**config.mk**
```make
export PLATFORM = sky130hd
export DESIGN_NAME = mem_port_arbiter
export DESIGN_NICKNAME = d
export VERILOG_FILES = /design/src/rtl/mem_port_arbiter_pkg.sv /design/src/rtl/mem_port_arbiter_starve_counter.sv /design/src/rtl/mem_port_arbiter.sv
export SDC_FILE = /design/constraint.sdc
export NUM_CORES = 1
export LEC_CHECK = 0
export BUFFER_PORTS_ARGS = -buffer_cell sky130_fd_sc_hd__buf_2
export CORE_UTILIZATION = 45
export CTS_BUF_LIST = sky130_fd_sc_hd__clkbuf_16
export DETAILED_ROUTE_END_ITERATION = 16
export GPL_TIMING_DRIVEN = 0
export PLACE_DENSITY = 0.88
export SKIP_LAST_GASP = 1
export SLEW_MARGIN = 10
export SYNTH_ARGS = -nofsm -noshare
export SYNTH_HDL_FRONTEND = slang
export SYNTH_SLANG_ARGS = --single-unit
```
**constraint.sdc**
```tcl
create_clock -name clk -period 2.5 [get_ports clk]
set_clock_uncertainty 0.15 [all_clocks]
set_input_delay 0.625 -clock clk [delete_from_list [all_inputs] [get_ports clk]]
set_output_delay 0.625 -clock clk [all_outputs]
set_load 0.1 [all_outputs]
```
**src/rtl/mem_port_arbiter_pkg.sv**
```systemverilog
`default_nettype none
// ============================================================================
//  Module      : mem_port_arbiter_pkg
//  Description : Shared constants for the unified memory port arbiter.
//                Holds the arbiter state encoding and the access_size
//                encoding that the fetch and load/store units also use.
//  Revision    : 1.0 - initial release
// ============================================================================
package mem_port_arbiter_pkg;

    // Arbiter state encoding
    localparam int         STATE_W  = 2;
    localparam logic [1:0] ST_IDLE  = 2'd0;
    localparam logic [1:0] ST_FETCH = 2'd1;
    localparam logic [1:0] ST_DATA  = 2'd2;

    // access_size encoding, common to fetch, load/store and memory
    localparam logic [2:0] SZ_BYTE  = 3'd1;
    localparam logic [2:0] SZ_HALF  = 3'd2;
    localparam logic [2:0] SZ_WORD  = 3'd4;

    // Starvation counter width; covers STARVE_MAX up to 15
    localparam int         STARVE_CNT_W = 4;

endpackage : mem_port_arbiter_pkg
`default_nettype wire

```
**src/rtl/mem_port_arbiter_starve_counter.sv**
```systemverilog
`default_nettype none
// ============================================================================
//  Module      : mem_port_arbiter_starve_counter
//  Description : Saturating counter of consecutive data grants that were
//                made while a fetch was waiting. Raises o_at_limit once the
//                count reaches STARVE_MAX so the arbiter lets fetch win.
//  Revision    : 1.0 - initial release
// ============================================================================
module mem_port_arbiter_starve_counter
    import mem_port_arbiter_pkg::*;
#(
    parameter int STARVE_MAX = 4
) (
    input  logic clk,
    input  logic rst_n,
    input  logic i_clr,
    input  logic i_inc,
    output logic o_at_limit
);

    localparam logic [STARVE_CNT_W-1:0] C_LIMIT = STARVE_CNT_W'(STARVE_MAX);

    logic [STARVE_CNT_W-1:0] r_cnt;
    logic                    w_at_limit;

    assign w_at_limit = (r_cnt == C_LIMIT);
    assign o_at_limit = w_at_limit;

    // Count data wins over a waiting fetch; clear wins over increment
    always_ff @(posedge clk) begin
        if (!rst_n) begin
            r_cnt <= '0;
        end else if (i_clr) begin
            r_cnt <= '0;
        end else if (i_inc && !w_at_limit) begin
            r_cnt <= r_cnt + 1'b1;
        end
    end

endmodule : mem_port_arbiter_starve_counter
`default_nettype wire

```
**src/rtl/mem_port_arbiter.sv**
```systemverilog
`default_nettype none
// ============================================================================
//  Module      : mem_port_arbiter
//  Description : Shares one memory port between instruction fetch and the
//                load/store path. One transaction at a time; data requests
//                have priority, bounded by a starvation counter so fetch
//                always makes progress. Fetch results can be discarded by a
//                redirect (if_flush) while the access is in flight.
//  Revision    : 1.0 - initial release
// ============================================================================
module mem_port_arbiter
    import mem_port_arbiter_pkg::*;
#(
    parameter int ADDR_W     = 32,
    parameter int DATA_W     = 32,
    parameter int STARVE_MAX = 4
) (
    input  logic              clk,
    input  logic              rst_n,
    // instruction fetch side
    input  logic              if_req,
    input  logic [ADDR_W-1:0] if_addr,
    input  logic              if_flush,
    output logic              if_valid,
    output logic [DATA_W-1:0] if_rdata,
    output logic              if_busy,
    // load/store side
    input  logic              d_req,
    input  logic              d_we,
    input  logic [ADDR_W-1:0] d_addr,
    input  logic [DATA_W-1:0] d_wdata,
    input  logic [2:0]        d_size,
    output logic              d_valid,
    output logic [DATA_W-1:0] d_rdata,
    // memory side
    output logic              mem_req,
    output logic              mem_we,
    output logic [ADDR_W-1:0] mem_addr,
    output logic [DATA_W-1:0] mem_wdata,
    output logic [2:0]        mem_size,
    input  logic              mem_ready,
    input  logic [DATA_W-1:0] mem_rdata
);

    logic [STATE_W-1:0] r_state;
    logic               r_flush_pend;
    logic               r_if_valid;
    logic               r_d_valid;
    logic [DATA_W-1:0]  r_if_rdata;
    logic [DATA_W-1:0]  r_d_rdata;
    logic               r_mem_req;
    logic               r_mem_we;
    logic [ADDR_W-1:0]  r_mem_addr;
    logic [DATA_W-1:0]  r_mem_wdata;
    logic [2:0]         r_mem_size;

    logic w_idle;
    logic w_if_pend;
    logic w_d_pend;
    logic w_grant_d;
    logic w_grant_f;
    logic w_starve_limit;
    logic w_starve_clr;
    logic w_starve_inc;

    // A requester whose valid is high this cycle has been served already;
    // its request is still up only because it has not seen valid yet.
    assign w_idle    = (r_state == ST_IDLE);
    assign w_if_pend = if_req & ~r_if_valid;
    assign w_d_pend  = d_req  & ~r_d_valid;

    // Data wins unless fetch has waited out STARVE_MAX data grants
    assign w_grant_d = w_idle & w_d_pend & (~w_if_pend | ~w_starve_limit);
    assign w_grant_f = w_idle & w_if_pend & ~w_grant_d;

    assign w_starve_inc = w_grant_d &  w_if_pend;
    assign w_starve_clr = w_grant_f | (w_grant_d & ~w_if_pend);

    mem_port_arbiter_starve_counter #(
        .STARVE_MAX (STARVE_MAX)
    ) u_starve_counter (
        .clk        (clk),
        .rst_n      (rst_n),
        .i_clr      (w_starve_clr),
        .i_inc      (w_starve_inc),
        .o_at_limit (w_starve_limit)
    );

    // Arbitration FSM: grant in IDLE, hold the access, complete on mem_ready
    always_ff @(posedge clk) begin
        if (!rst_n) begin
            r_state      <= ST_IDLE;
            r_flush_pend <= 1'b0;
            r_if_valid   <= 1'b0;
            r_d_valid    <= 1'b0;
            r_if_rdata   <= '0;
            r_d_rdata    <= '0;
            r_mem_req    <= 1'b0;
            r_mem_we     <= 1'b0;
            r_mem_addr   <= '0;
            r_mem_wdata  <= '0;
            r_mem_size   <= 3'd0;
        end else begin
            r_if_valid <= 1'b0;
            r_d_valid  <= 1'b0;
            case (r_state)
                ST_IDLE: begin
                    if (w_grant_d) begin
                        r_state     <= ST_DATA;
                        r_mem_req   <= 1'b1;
                        r_mem_we    <= d_we;
                        r_mem_addr  <= d_addr;
                        r_mem_wdata <= d_wdata;
                        r_mem_size  <= d_size;
                    end else if (w_grant_f) begin
                        r_state     <= ST_FETCH;
                        r_mem_req   <= 1'b1;
                        r_mem_we    <= 1'b0;
                        r_mem_addr  <= if_addr;
                        r_mem_wdata <= '0;
                        r_mem_size  <= SZ_WORD;
                    end
                end
                ST_FETCH: begin
                    if (mem_ready) begin
                        r_state      <= ST_IDLE;
                        r_mem_req    <= 1'b0;
                        r_flush_pend <= 1'b0;
                        // A redirect seen at any point of the access, including
                        // the completing cycle, discards the instruction word
                        if (!(r_flush_pend || if_flush)) begin
                            r_if_valid <= 1'b1;
                            r_if_rdata <= mem_rdata;
                        end
                    end else if (if_flush) begin
                        r_flush_pend <= 1'b1;
                    end
                end
                ST_DATA: begin
                    if (mem_ready) begin
                        r_state   <= ST_IDLE;
                        r_mem_req <= 1'b0;
                        r_d_valid <= 1'b1;
                        // Stores complete without touching the load data
                        if (!r_mem_we) begin
                            r_d_rdata <= mem_rdata;
                        end
                    end
                end
                default: begin
                    r_state   <= ST_IDLE;
                    r_mem_req <= 1'b0;
                end
            endcase
        end
    end

    assign if_valid  = r_if_valid;
    assign if_rdata  = r_if_rdata;
    assign if_busy   = w_if_pend;
    assign d_valid   = r_d_valid;
    assign d_rdata   = r_d_rdata;
    assign mem_req   = r_mem_req;
    assign mem_we    = r_mem_we;
    assign mem_addr  = r_mem_addr;
    assign mem_wdata = r_mem_wdata;
    assign mem_size  = r_mem_size;

endmodule : mem_port_arbiter
`default_nettype wire
```
==> results of run 1 <==
==> cell families after synthesis <==
kind of cell | synth area share, %
buf+inv | 5.69
fa+ha+maj | 1.21
mux | 0.218
compound gates | 20.1
simple gates | 17.7
flops | 55.0
==> layout by cell type (no fill, tap or decap), drive strengths merged, types with 4 or more instances in the layout <==
| cell | n |
|---|---|
| buf | 296 |
| dfxtp | 142 |
| nand2 | 134 |
| nor2 | 75 |
| a21oi | 67 |
| clkbuf | 36 |
| a22o | 35 |
| o221ai | 32 |
| inv | 10 |
| clkinv | 8 |
| ha | 5 |
| nor2b | 4 |
==> path summary, 6_finish.rpt <==
path | from | endpoint | depth (start not counted)
worst max-delay path | if_valid | if_busy | 3
worst min-delay path | d_addr[29] | mem_addr[29] | 3
worst max register to register | r_state[1] | if_rdata[21] | 8
worst min register to register | d_rdata[16] | d_rdata[16] | 2
==> per-layer routing <==
layer  GRT usage, %  vias to the layer above
li1               -                     2528
met1           25.1                     2376
met2           43.3                      222
met3           9.03                       30
met4           12.3                        0
met5              0                        -
==> per-stage QoR <==
stage	std cells	util [%]	cell area, um^2	hold slack, ns
CTS	1008	65.2	7190	0.251
finish	1008	65.2	7190	0.269
detailed placement	979	60.8	6700	0.295
global placement	979	60.8	6700	0.289
floorplan	567	-	5170	0.308
global route	1008	65.2	7190	0.266
==> power groups by stage <==
stage | Sequential (W) | Combinational [W] | Clock, W
floorplan | 0.00377 | 0.000457 | 0
global placement | 0.00256 | 0.00204 | 0
detailed placement | 0.00257 | 0.00205 | 0
finish | 0.00253 | 0.00205 | 0.00212
CTS | 0.00252 | 0.00206 | 0.00216
global route | 0.00255 | 0.00215 | 0.00226
==> cell type report <==
type                    instances  area share [%]
well taps                     140            2.44
repair buffers                272            18.9
clock inverters                12           0.853
clock buffers                  17            5.92
multi-input cells             375            28.2
inverters                       7           0.365
plain buffers                  43            3.72
flip-flops and latches        142            39.5
==> worst max-delay path, stage by stage, from the launching register on <==
cell and delay (ns):
dfxtp_1 0.32, nor2b_1 0.14, buf_6 0.15, buf_2 0.47
==> state kept, by name, summed over array words and instances (netlist names) <==
signal                  cells
d_valid                     1
d_rdata                    32
mem_size                    3
mem_addr                   32
mem_req                     1
r_state                     2
if_rdata                   32
if_valid                    1
mem_we                      1
mem_wdata                  32
r_flush_pend                1
u_starve_counter.r_cnt      4
==> flow_summary.ini, run 1 <==
[layout]
syn_to_final_growth_pct = 39.2
multi_input_area_um2 = 2030
nets = 1001
n_antenna_cell = 0
drive_gt1_share_pct = 38.1
n_fill_cell = 901
layout.area.seq_um2 = 2840

[pwr]
clock_power_share_pct = 31.7
p_total_w = 0.00670
power.density_nw_per_um2 = 932
switchingPower_w = 0.00263
peakVddDrop_mv = 0.631
comb_power_share_pct = 30.6
p_leak_nw = 3.42
intPower_w = 0.00407
p_sw_share_pct = 39.2
p_seq_share_pct = 37.7

[global_routing]
antenna_found_initial = 0
grt_pass1_vias = 4748
grt_usage_pct = 24.4
grt_max_degree = 17
grt_overflow = 0
grt_pass1_wl_mm = 22.2

[placement]
io_buffers = 272
dp_slack_ns = 0.239
hpwl_mm = 11.0
gp_congestion = 0.809

[min_path]
min-delay-path-class = input port to flop

[setup_path]
regToRegSetupSlack_ns = 0.40
crit_type = flop to output pin
cp-end-kind = output pin
start_kind = flop
required_ns = 1.73
worst_ep_arrival_time_ns = 1.49
path_max_fanout = 10

[synth]
ys.flop_type = dfxtp_1
ys_ff_latch = 142
synth_edf_count = 0
synth_area_leader_cell = dfxtp_1
synthTopCellsByCount = 142 x dfxtp_1, 134 x nand2_1, 73 x nor2_1, 67 x a21oi_1, 35 x a22o_1
seq_area_frac_synth_pct = 55.0
syn-num-nets = 710
netlist_area_um2 = 5170
netlist.area_leader.share_pct = 55.0
synth_area_leaders = dfxtp_1 55%, nand2_1 9.7%, a21oi_1 6.5%, a22o_1 5.9%, nor2_1 5.3%
post-synth-top-count-cell = dfxtp_1
ys_async_sr_fraction_pct = 0
syn_avg_cell_area_um2 = 9.11
ys_warn_count = 0
synthCells = 567
yosysUniqueCellTypes = 37

[route]
routed_wl_mm = 14.7
wl_met3_mm = 1.32
dr.max_layer_used = met4
post_drt_wl_per_cell_um = 14.6
detailroute.via_count = 5156
first_pass_iters = 7
detail-route-antenna-nets = 0
wl_met2_mm = 7.37
drt-vias-per-instance = 5.12
drc_errors = 0
drtIter0Drc = 241
m1WireLength_mm = 5.64

[clocking]
cts_hold_buf = 0
cts_made_buffers = 17
clk_pin_slew_worst_paths_ns = 0.06
cts_buffer_depth = 2
cts_tree = done
post_cts_resized = 0
insertion_delay_ns = 0.41
h-tree-depth = 4
clkSinkCount = 142
cts_root_buf = clkbuf_16
postCtsSetupBuffers = 0

[floorplanning]
initial_core_util_pct = 46.8
die_area_um2 = 11900
row_count = 38
dieHeight_um = 109
core_area_um2 = 11000
io_pins = 274
fp.dieW_um = 109

[timing]
fmax_ghz = 0.442
slew_violations = 0
rsz0062_at_grt = no
setup_viol = 0
slew_headroom_pct = 64.1
layout_setup_ws_ns = 0.240
worstMarginPinSlew_ns = 0.542
final-hold-violation-count = 0
finalCriticalPeriod_ns = 2.26
setup_tns_ns = 0
fin_crit_sh_pct = 90.4

[outcome]
status = complete, no violations

[flow_run]
max_cap_violations = 0
(Power assumes the default switching activity.)
==> inputs of run 2 (changes only) <==
--- a/config.mk
+++ b/config.mk
@@ -9,7 +9,7 @@
 export CORE_UTILIZATION = 45
 export CTS_BUF_LIST = sky130_fd_sc_hd__clkbuf_16
 export DETAILED_ROUTE_END_ITERATION = 16
-export GPL_TIMING_DRIVEN = 0
+export GPL_TIMING_DRIVEN = 1
 export PLACE_DENSITY = 0.88
 export SKIP_LAST_GASP = 1
 export SLEW_MARGIN = 10
==> run 2 against run 1 <==
Net effect:
- first-iteration DRC count increased by 33%
- setup slack improved by 0.16 ns
- power rose by 2.8%
- fmax is 7.5% higher
- worst hold slack gained 0.0060 ns
- sequential share of layout area up 0.28 points
- die area did not move
- flip-flop and latch count is the same
- final area shrank 0.70%
- global-route usage fell by 1.1 points
- largest cell class unchanged
==> flow_summary.ini, run 2 (synthesized netlist as in run 1, its figures left out) <==
[outcome]
status = complete, no violations

[route]
post_drt_wl_per_cell_um = 14.3
drt-vias-per-instance = 5.00
first_pass_iters = 4
drtIter0Drc = 321
detail-route-antenna-nets = 0
routed_wl_mm = 14.1
detailroute.via_count = 4915
drc_errors = 0

[setup_path]
worst_ep_arrival_time_ns = 1.33
slowest_delay_ns = 0.32
crit_chain = nor2b_1 > buf_4 > buf_12
critical_path.top_delay_family = buffers and inverters
path_max_fanout = 8
crit_buf_inv = 2
cpMaxStageDelayCell = dfxtp_1
cp-end-kind = output pin
crit_type = flop to output pin
start_kind = flop
required_ns = 1.73

[timing]
slew_headroom_pct = 66.0
worstMarginPinSlew_ns = 0.514
setup_tns_ns = 0
fin_crit_sh_pct = 84.1
finalCriticalPeriod_ns = 2.10
setup_viol = 0
slew_violations = 0
rsz0062_at_grt = no
fmax_ghz = 0.476
final-hold-violation-count = 0

[clocking]
post_cts_resized = 0
h-tree-depth = 4
cts_buffer_depth = 2
cts_hold_buf = 0
cts_made_buffers = 17
clk_pin_slew_worst_paths_ns = 0.06
cts_tree = done
postCtsSetupBuffers = 0
clkSinkCount = 142
cts_root_buf = clkbuf_16
insertion_delay_ns = 0.41

[layout]
final_common_cell = buf_2
n_fill_cell = 939
utilization_pct = 64.7
mostFrequentLayoutCells = 272 x buf_2, 142 x dfxtp_1, 134 x nand2_1, 72 x nor2_1, 67 x a21oi_1
drive_gt1_share_pct = 38.8
nets = 973
layout.area.seq_um2 = 2840
multi_input_area_um2 = 2040
syn_to_final_growth_pct = 38.2
final_area_um2 = 7140

[pwr]
p_seq_share_pct = 36.7
power.density_nw_per_um2 = 965
clock_power_share_pct = 34.2
p_leak_nw = 3.38
switchingPower_w = 0.00263
comb_power_share_pct = 29.1
p_sw_share_pct = 38.2
peakVddDrop_mv = 0.684
intPower_w = 0.00426

[global_routing]
grt_max_degree = 40
grt_pass1_wl_mm = 21.2
grt_pass1_vias = 4583
grt_overflow = 0
antenna_found_initial = 1
grt_usage_pct = 23.3

[floorplanning]
dieHeight_um = 109
row_count = 38
die_area_um2 = 11900
initial_core_util_pct = 46.8
core_area_um2 = 11000
io_pins = 274
fp.dieW_um = 109

[placement]
dpl_cell_area_um2 = 6580
hpwl_mm = 10.1
io_buffers = 273
gp_congestion = 0.747

[flow_run]
max_cap_violations = 0

[min_path]
min-delay-path-class = input port to flop
==> run 2: worst min-delay path, delay by kind of cell <==
kind / cells / cell delay (ns)
and+or+nand+nor: 2 / 0.09
buffers and inverters: 1 / 0.07
==> run 2: worst paths after layout <==
check	startpoint	depth (start not counted)	endpoint	slack (ns)
worst max-delay path	if_valid	3	if_busy	0.40
worst min-delay path	d_addr[14]	3	mem_addr[14]	0.27
worst max register to register	u_starve_counter.r_cnt[0]	6	mem_size[1]	0.50
worst min register to register	d_rdata[28]	2	d_rdata[28]	0.30
==> run 2: power groups by stage <==
stage	clock network, W	logic, W	registers (W)
finish	0.00236	0.00200	0.00253
global route	0.00249	0.00210	0.00255
CTS	0.00240	0.00202	0.00253
detailed placement	0	0.00201	0.00257
global placement	0	0.00200	0.00256
floorplan	0	0.000457	0.00377
==> run 2: area by class of cell <==
cell class | count | area share (%)
flip-flops and latches | 142 | 39.8
multi-input cells | 375 | 28.6
repair buffers | 287 | 21.0
clock buffers | 17 | 5.96
well taps | 140 | 2.45
clock inverters | 14 | 1.82
inverters | 7 | 0.368
diodes | 1 | 0.0350
==> run 2: metrics by stage <==
step / worst slack, ns / cells / hold slack [ns] / power, W
CTS: 0.356 / 982 / 0.255 / 0.00694
floorplan: 0.170 / 567 / 0.308 / 0.00422
global placement: 0.433 / 951 / 0.288 / 0.00456
global route: 0.284 / 983 / 0.271 / 0.00714
detailed placement: 0.382 / 951 / 0.293 / 0.00458
finish: 0.397 / 983 / 0.275 / 0.00689
==> run 2: layer usage <==
metal	global-route usage [%]	wire, um	vias to the layer above
li1	-	-	2469
met1	24.9	5500	2230
met2	40.9	7160	196
met3	7.89	1120	20
met4	11.2	302	0
met5	0	0	-
==> inputs of run 3 (changes only) <==
--- a/config.mk
+++ b/config.mk
@@ -6,11 +6,11 @@
 export NUM_CORES = 1
 export LEC_CHECK = 0
 export BUFFER_PORTS_ARGS = -buffer_cell sky130_fd_sc_hd__buf_2
-export CORE_UTILIZATION = 45
+export CORE_UTILIZATION = 40
 export CTS_BUF_LIST = sky130_fd_sc_hd__clkbuf_16
 export DETAILED_ROUTE_END_ITERATION = 16
 export GPL_TIMING_DRIVEN = 1
-export PLACE_DENSITY = 0.88
+export PLACE_DENSITY = 0.83
 export SKIP_LAST_GASP = 1
 export SLEW_MARGIN = 10
 export SYNTH_ARGS = -nofsm -noshare
==> constraint.sdc (replaced) <==
create_clock -name clk -period 1.7 [get_ports clk]
set_clock_uncertainty 0.15 [all_clocks]
set_input_delay 0.425 -clock clk [delete_from_list [all_inputs] [get_ports clk]]
set_output_delay 0.425 -clock clk [all_outputs]
set_load 0.1 [all_outputs]
==> run 3 against run 2 <==
Net effect:
- the flow now finishes with violations (negative setup slack)
- routed wire length up 30%
- utilization is 4.3 points higher
- final area rose by 22%
- sequential share of layout area fell by 7.0 points
- clock power is 61% higher
- clock-buffer cell count is 1 higher
- combinational power increased by 80%
- worst hold slack worse by 0.20 ns
- critical path type is now flop to flop
- critical endpoint is now mem_addr[17]
- largest power group is now clock
==> flow_summary.ini, run 3 (synthesized netlist as in run 1, its figures left out) <==
[layout]
final_common_cell = buf_4
mostFrequentLayoutCells = 144 x buf_4, 137 x buf_2, 135 x dfxtp_1, 110 x nand2_1, 70 x nor2_1
drive_gt1_share_pct = 51.7
n_antenna_cell = 0
syn_to_final_growth_pct = 68.6
nets = 1010
fin_cells = 1052
final_area_um2 = 8710

[flow_run]
max_cap_violations = 0

[clocking]
cts_tree = done
cts_buffer_depth = 2
cts_root_buf = clkbuf_16
cts_hold_buf = 0
clk_pin_slew_worst_paths_ns = 0.06
h-tree-depth = 4
insertion_delay_ns = 0.41
clkSinkCount = 142
cts_made_buffers = 17

[pwr]
power.density_nw_per_um2 = 1280
p_leak_nw = 3.94
peakVddDrop_mv = 0.795

[timing]
finalCriticalPeriod_ns = 1.88
rsz0062_at_grt = yes
whs_ns = 0.0747
slew_headroom_pct = 75.6
slew_violations = 0
layout_setup_ws_ns = -0.175
setup_viol = 34
worstMarginPinSlew_ns = 0.366
setup_tns_ns = -2.57
fmax_ghz = 0.533
fin_crit_sh_pct = 110
final-hold-violation-count = 0

[route]
drtIter0Drc = 320
drc_errors = 0
wl_met2_mm = 9.62
dr.max_layer_used = met4
detail-route-antenna-nets = 0
m1WireLength_mm = 6.95
detailroute.via_count = 5416
first_pass_iters = 7
routed_wl_mm = 18.3
wl_met3_mm = 1.41
post_drt_wl_per_cell_um = 17.4
drt-vias-per-instance = 5.15

[setup_path]
ff2ff_path_depth = 9
worst_ep_arrival_time_ns = 2.07
crit_type = flop to flop
path_max_fanout = 8
cp-end-kind = flop
required_ns = 1.89
start_kind = flop

[floorplanning]
initial_core_util_pct = 40.9
die_area_um2 = 13400
io_pins = 274
row_count = 41
fp.dieW_um = 116
core_area_um2 = 12600
dieHeight_um = 116

[placement]
gp_congestion = 0.812
io_buffers = 273
dpl_cell_area_um2 = 7150
dp_cells = 999
hpwl_mm = 10.6

[global_routing]
antenna_found_initial = 0
grt_pass1_wl_mm = 25.3
grt_overflow = 0
grt_max_degree = 70
grt_pass1_vias = 5150
grt_usage_pct = 24.7

[outcome]
status = finished with violations
violations = negative setup slack

[min_path]
min-delay-path-class = input port to flop
hold_depth = 2
## run 3: worst paths after layout
kind	start	slack, ns	to
worst min register to register	d_rdata[30]	0.31	d_rdata[30]
worst min-delay path	d_wdata[0]	0.07	mem_wdata[0]
worst max register to register	u_starve_counter.r_cnt[0]	-0.18	mem_addr[17]
worst max-delay path	u_starve_counter.r_cnt[0]	-0.18	mem_addr[17]
## run 3: power breakdown
| group | internal (W) | switching [W] | leakage [nW] |
|---|---|---|---|
| clock | 0.00228 | 0.00152 | 0.294 |
| sequential | 0.00359 | 0.000177 | 1.16 |
| combinational | 0.000996 | 0.00260 | 2.48 |
## run 3: timing repair
action	4_1_cts	5_1_grt
cloned	6	4
hold endpoints to repair	0	0
gates resized for setup	158	78
pin swaps	10	52
setup buffers	10	7
setup endpoints to repair	207	135
## run 3: layout make-up
type | count | area (um^2)
Timing Repair Buffer | 322 | 2510
Clock inverter | 14 | 155
Clock buffer | 18 | 450
Sequential cell | 142 | 2860
Fill cell | 899 | 3910
Multi-Input combinational cell | 377 | 2500
Inverter | 7 | 26.3
Tap cell | 172 | 215
## run 3: worst max-delay path: stages (launching register included)
cell	delay, ns
dfxtp_2	0.33
inv_2	0.05
ha_4	0.14
and3b_2	0.23
buf_6	0.13
o211ai_4	0.18
buf_12	0.15
buf_12	0.13
o221ai_1	0.15
nor2_1	0.16
## run 3: per-layer routing
| layer | up-vias | track usage, % |
|---|---|---|
| met5 | - | 0 |
| met4 | 0 | 9.32 |
| met3 | 20 | 7.43 |
| met2 | 258 | 46.0 |
| met1 | 2577 | 26.0 |
| li1 | 2561 | - |
## run 3: per-stage QoR
step | total power (W) | util [%] | setup WS (ns)
after floorplan | 0.00629 | - | -0.106
after global placement | 0.00698 | 56.7 | -0.110
after detailed placement | 0.00701 | 56.7 | -0.168
after CTS | 0.0111 | 66.6 | -0.130
after global routing | 0.0115 | 69.0 | -0.216
final | 0.0112 | 69.0 | -0.175
